===== config.mk =====
export PLATFORM = sky130hd
export DESIGN_NAME = mem_arbiter
export DESIGN_NICKNAME = d
export VERILOG_FILES = /design/src/rtl/mem_arbiter.sv
export SDC_FILE = /design/constraint.sdc
export NUM_CORES = 1
export LEC_CHECK = 0
export BUFFER_PORTS_ARGS = -buffer_cell sky130_fd_sc_hd__buf_2
export CAP_MARGIN = 30
export CORE_MARGIN = 2
export CORE_UTILIZATION = 39
export CTS_CLUSTER_DIAMETER = 40
export DETAILED_ROUTE_END_ITERATION = 8
export GPL_ROUTABILITY_DRIVEN = 0
export PLACE_DENSITY = 0.83
export RECOVER_POWER = 50
export SLEW_MARGIN = 20
export SYNTH_ARGS = -nofsm -noshare
export SYNTH_HDL_FRONTEND = slang
export SYNTH_SLANG_ARGS = --single-unit
export TNS_END_PERCENT = 100

===== constraint.sdc =====
create_clock -name clk -period 2.3 [get_ports clk]
set_input_delay 0.115 -clock clk [delete_from_list [all_inputs] [get_ports clk]]
set_output_delay 0.115 -clock clk [all_outputs]
set_load 0.02 [all_outputs]

===== src/rtl/mem_arbiter.sv =====
// Two-requester memory arbiter: fetch and load/store share one registered memory port.
// Round-robin on contention, with a watchdog that force-completes a silent transaction and flags bus_error.
module mem_arbiter #(
    parameter int ADDR_W  = 32,
    parameter int DATA_W  = 32,
    parameter int TIMEOUT = 255
) (
    input  logic              clk,
    input  logic              rst,

    input  logic              if_read_valid,
    input  logic [ADDR_W-1:0] if_addr,
    output logic [DATA_W-1:0] if_read_data,
    output logic              if_ready,

    input  logic              d_read_valid,
    input  logic              d_write_valid,
    input  logic [ADDR_W-1:0] d_addr,
    input  logic [1:0]        d_width,
    input  logic [DATA_W-1:0] d_write_data,
    output logic [DATA_W-1:0] d_read_data,
    output logic              d_ready,

    output logic              mem_read_valid,
    output logic              mem_write_valid,
    output logic [ADDR_W-1:0] mem_addr,
    output logic [1:0]        mem_width,
    output logic [DATA_W-1:0] mem_write_data,
    input  logic [DATA_W-1:0] mem_read_data,
    input  logic              mem_ready,

    output logic              bus_error
);

    typedef enum logic [1:0] {
        IDLE   = 2'd0,
        BUSY_I = 2'd1,
        BUSY_D = 2'd2
    } state_t;

    localparam logic [7:0] WDOG_LAST = 8'(TIMEOUT - 1);
    localparam logic [1:0] WIDTH_WORD = 2'b10;

    state_t            state_q, state_d;
    logic              last_d_q, last_d_d;   // 1: data path owned the most recent grant
    logic [7:0]        wdog_q, wdog_d;
    logic              mem_rv_q, mem_rv_d;
    logic              mem_wv_q, mem_wv_d;
    logic [ADDR_W-1:0] mem_addr_q, mem_addr_d;
    logic [1:0]        mem_width_q, mem_width_d;
    logic [DATA_W-1:0] mem_wdata_q, mem_wdata_d;

    logic if_req, d_req, grant_i, grant_d;
    logic busy, timeout_hit, done;

    assign if_req  = if_read_valid;
    assign d_req   = d_read_valid | d_write_valid;
    // Fetch wins a tie only when data held the previous grant.
    assign grant_i = if_req & (~d_req | last_d_q);
    assign grant_d = d_req & ~grant_i;

    // Watchdog holds (busy cycle - 1), so the compare lands on busy cycle TIMEOUT.
    assign busy        = (state_q != IDLE);
    assign timeout_hit = busy & (wdog_q == WDOG_LAST);
    assign done        = busy & (mem_ready | timeout_hit);

    always_ff @(posedge clk or posedge rst) begin
        if (rst) begin
            state_q     <= IDLE;
            last_d_q    <= 1'b1;
            wdog_q      <= 8'd0;
            mem_rv_q    <= 1'b0;
            mem_wv_q    <= 1'b0;
            mem_addr_q  <= '0;
            mem_width_q <= 2'b00;
            mem_wdata_q <= '0;
        end else begin
            state_q     <= state_d;
            last_d_q    <= last_d_d;
            wdog_q      <= wdog_d;
            mem_rv_q    <= mem_rv_d;
            mem_wv_q    <= mem_wv_d;
            mem_addr_q  <= mem_addr_d;
            mem_width_q <= mem_width_d;
            mem_wdata_q <= mem_wdata_d;
        end
    end

    always_comb begin
        state_d     = state_q;
        last_d_d    = last_d_q;
        wdog_d      = wdog_q;
        mem_rv_d    = mem_rv_q;
        mem_wv_d    = mem_wv_q;
        mem_addr_d  = mem_addr_q;
        mem_width_d = mem_width_q;
        mem_wdata_d = mem_wdata_q;

        case (state_q)
            IDLE: begin
                if (grant_i) begin
                    state_d     = BUSY_I;
                    last_d_d    = 1'b0;
                    wdog_d      = 8'd0;
                    mem_rv_d    = 1'b1;
                    mem_wv_d    = 1'b0;
                    mem_addr_d  = if_addr;
                    mem_width_d = WIDTH_WORD;
                end else if (grant_d) begin
                    state_d     = BUSY_D;
                    last_d_d    = 1'b1;
                    wdog_d      = 8'd0;
                    // A simultaneous read+write request is taken as a write.
                    mem_rv_d    = ~d_write_valid;
                    mem_wv_d    = d_write_valid;
                    mem_addr_d  = d_addr;
                    mem_width_d = d_width;
                    mem_wdata_d = d_write_data;
                end
            end
            BUSY_I, BUSY_D: begin
                if (done) begin
                    state_d  = IDLE;
                    mem_rv_d = 1'b0;
                    mem_wv_d = 1'b0;
                end else if (wdog_q != 8'hFF) begin
                    wdog_d = wdog_q + 8'd1;
                end
            end
            default: begin
                state_d  = IDLE;
                mem_rv_d = 1'b0;
                mem_wv_d = 1'b0;
            end
        endcase
    end

    always_comb begin
        if_ready     = 1'b0;
        d_ready      = 1'b0;
        if_read_data = '0;
        d_read_data  = '0;
        bus_error    = 1'b0;

        if (state_q == BUSY_I) begin
            if_ready = done;
            if (mem_ready) begin
                if_read_data = mem_read_data;
            end
        end
        if (state_q == BUSY_D) begin
            d_ready = done;
            if (mem_ready) begin
                d_read_data = mem_read_data;
            end
        end
        // A late mem_ready on the timeout cycle still counts as a clean completion.
        bus_error = timeout_hit & ~mem_ready;
    end

    assign mem_read_valid  = mem_rv_q;
    assign mem_write_valid = mem_wv_q;
    assign mem_addr        = mem_addr_q;
    assign mem_width       = mem_width_q;
    assign mem_write_data  = mem_wdata_q;

endmodule


==> impl_metrics.csv <==
group,metric,value,unit
run_status,outcome,"finished with violations",
run_status,violations,"capacitance limit, slew limit",
clocking,cts_made_buffers,9,
sta,hold_viol,0,
final_layout,nets,823,
critical_path,cp.arrival,2.06,ns
yosys,synth_ff_type,"dfrtp_1",
critical_path,worstPathMaxFanout,12,
final_layout,syn_to_final_growth,45.35,%
critical_path,critPathCapture,"if_ready",
global_routing,grt_pass1_vias,4069,
clocking,clockBufferDepth,2,
drt,wirelength,12.99,mm
drt,ant_nets,0,
floorplanning,io_pins,271,
global_routing,grt_start_max_net_pins,66,
critical_path,critPathRequiredTime,2.18,ns
floorplanning,initial_core_util,40.47,%
global_routing,grt.busiest_layer,"met2",
floorplanning,dieArea,11610,µm²
sta,fin_crit,2.178,ns
global_routing,antenna_found_initial,3,
yosys,synth_nets,535,
yosys,synthArstFlopShare,100.0,%
sta,clock.fmax,459.0,MHz
critical_path,r2r_slack,0.26,ns
yosys,synth.cell_area,4197,µm²
power_and_ir_drop,powerDensity,1202,nW/µm²
floorplanning,rows,37,
critical_path,cp-start-kind,"flip-flop",
yosys,synth_cells,394,
critical_path,worstSetupEndpointType,"primary output",
clocking,cts_root_buffer,"clkbuf_8",
final_layout,nFillCells,935,
drt,vias,4109,
sta,worst_slew_pin_slew,1.522,ns
critical_path,rr_startpoint,"state_q[0]$_DFFE_PP0P_",
place,port_buffers,270,
drt,via_per_inst,4.975,
yosys,synth_seq_cells,79,
clocking,cts_tree,"yes",
power_and_ir_drop,p_leak,3.354,nW
yosys,synth_top_area_share,46.51,%
yosys,synth.avg_cell_area,10.65,µm²
global_routing,use_met1,22.32,%
sta,holdWs,0.02288,ns
global_routing,grt_usage,21.72,%
floorplanning,die_w,107.7,µm
global_routing,use_met3,3.511,%
final_layout,final_common_cell,"buf_2",
global_routing,grt_pass1_wl,19.62,mm
job,maxCapViolCount,1,
yosys,synth-edff-count,0,
clocking,clock_latency,0.33,ns
drt,drtPass1Iterations,4,
sta,setup_viol,0,
sta,setup_tns,0,ns
drt,drtIter0Drc,274,
power_and_ir_drop,max-vdd-ir-drop,779.8,µV
critical_path,worst-setup-path-type,"flip-flop to primary output",
critical_path,cp-startpoint,"state_q[0]$_DFFE_PP0P_",
place,hpwl,9.834,mm
yosys,ys_warn_count,0,
clocking,clkTransAtPathRegs,0.08,ns
sta,slew_violations,35,
sta,maxSlewHeadroom,-2.030,%
global_routing,gr-total-overflow,0,
drt,wl_per_cell,15.72,µm
clocking,cts_sinks,79,
global_routing,grt_util_met2,42.27,%
drt,drc,0,
yosys,synth.area.top_cells,"dfrtp_1, and3_1, mux2_2",
floorplanning,dieHeight,107.7,µm
floorplanning,core_area,10370,µm²
final_layout,final_cell_mix,"buf_2, dfrtp_1, clkbuf_1, and3_1, nand2_1",
clocking,cts-htree-levels,3,
sta,skew,0.006862,ns
final_layout,drive_gt1_share,39.88,%
sta,fin_crit_sh,94.71,%
yosys,synth-seq-area-share,47.14,%
min_path,hold_path_class,"input port to flip-flop",
critical_path,reg2reg_to,"wdog_q[2]$_DFFE_PP0P_",
clocking,post_cts.repair.setup_buffers,0,
yosys,synth.largest_area_cell,"dfrtp_1",
critical_path,r2r_cells,7,
yosys,ys_types,54,
-- synth_stat cells (all sizes together) (2+ instances only) --
library cell,number
buf,14
dfrtp,78
and2,3
and3,68
inv,8
nor2b,2
nand4,2
nor3,4
nor2,5
mux2i,34
clkbuf,18
nand4b,3
a21oi,6
nand3,5
o32ai,2
ha,5
o21ai,39
a31oi,2
nand2,41
mux2,34
-- where the power goes --
group          total, mW  internal, mW  switching [mW]
Combinational       3.73          1.36            2.37
Clock               1.14         0.671           0.468
Sequential          2.47          2.05           0.413
-- what timing repair did --
item / CTS / global route
hold buffers: 28 / 0
endpoints found under the setup margin: 0 / 2
hold endpoints to repair: 61 / 0
resized for setup: 0 / 3
-- per-stage QoR --
stage	total power, mW	worst slack [ns]	util, %	std cells	cell area [µm²]
after floorplan	5.093	0.1633	-	394	4197
after global placement	6.151	0.3569	54.56	779	5658
after detailed placement	6.316	0.2533	54.56	779	5658
after CTS	7.508	0.05322	59.42	823	6162
after global routing	7.805	-0.005234	58.82	826	6100
final	7.334	0.1216	58.82	826	6100
-- critical path: stages (launching register included) --
cell and delay [ns]:
dfrtp_1 0.37, inv_1 0.08, ha_1 0.22, buf_4 0.19
and3b_1 0.31, a31oi_4 0.12, buf_4 0.18, nor2b_1 0.10
buf_2 0.17
-- cell type report --
class / count / area, µm² / area share (%)
inverter: 8 / 31.28 / 0.5128
clock inverter: 3 / 65.06 / 1.067
antenna: 3 / 7.507 / 0.1231
clock buffer: 13 / 158.9 / 2.605
multi-input combinational: 275 / 2023 / 33.17
tap: 136 / 170.2 / 2.790
timing repair buffer: 309 / 1665 / 27.30
sequential: 79 / 1978 / 32.43
-- sequential cells by signal, indices dropped and copies added, names as in the netlist --
register and cells:
last_d_q 1, mem_addr 32, mem_read_valid 1, mem_width 2, mem_write_data 32, mem_write_valid 1
state_q 2, wdog_q 8
-- per-layer routing --
metal  vias to the layer above  routed length [µm]
li1                       1989                   -
met1                      1909                4643
met2                       185                7137
met3                        26                 809
met4                         0                 397
met5                         -                   0
-- kinds of logic (layout without fill, tap and decap cells) --
group / after synthesis / count (layout) / synth area share, %
other cells: 0 / 3 / 0
simple gates: 142 / 142 / 19.77
flops: 79 / 79 / 47.14
compound gates: 60 / 60 / 9.064
mux: 68 / 68 / 17.23
fa+ha+maj: 5 / 5 / 1.491
buf+inv: 40 / 333 / 5.307
-- worst min-delay path by stage --
stage	from	endpoint	slack (ns)	cells after the start
floorplan	d_width[1]	mem_width[1]$_DFFE_PP0P_	0.24	2
global route	d_write_data[5]	mem_write_data[5]$_DFFE_PP0P_	0.0004	2
detailed placement	rst	mem_write_data[4]$_DFFE_PP0P_	0.20	2
CTS	d_write_data[5]	mem_write_data[5]$_DFFE_PP0P_	0.002	2
finish	d_write_data[5]	mem_write_data[5]$_DFFE_PP0P_	0.02	2
global placement	rst	mem_write_data[4]$_DFFE_PP0P_	0.19	2
No activity file was read; power rests on OpenSTA's default activity.
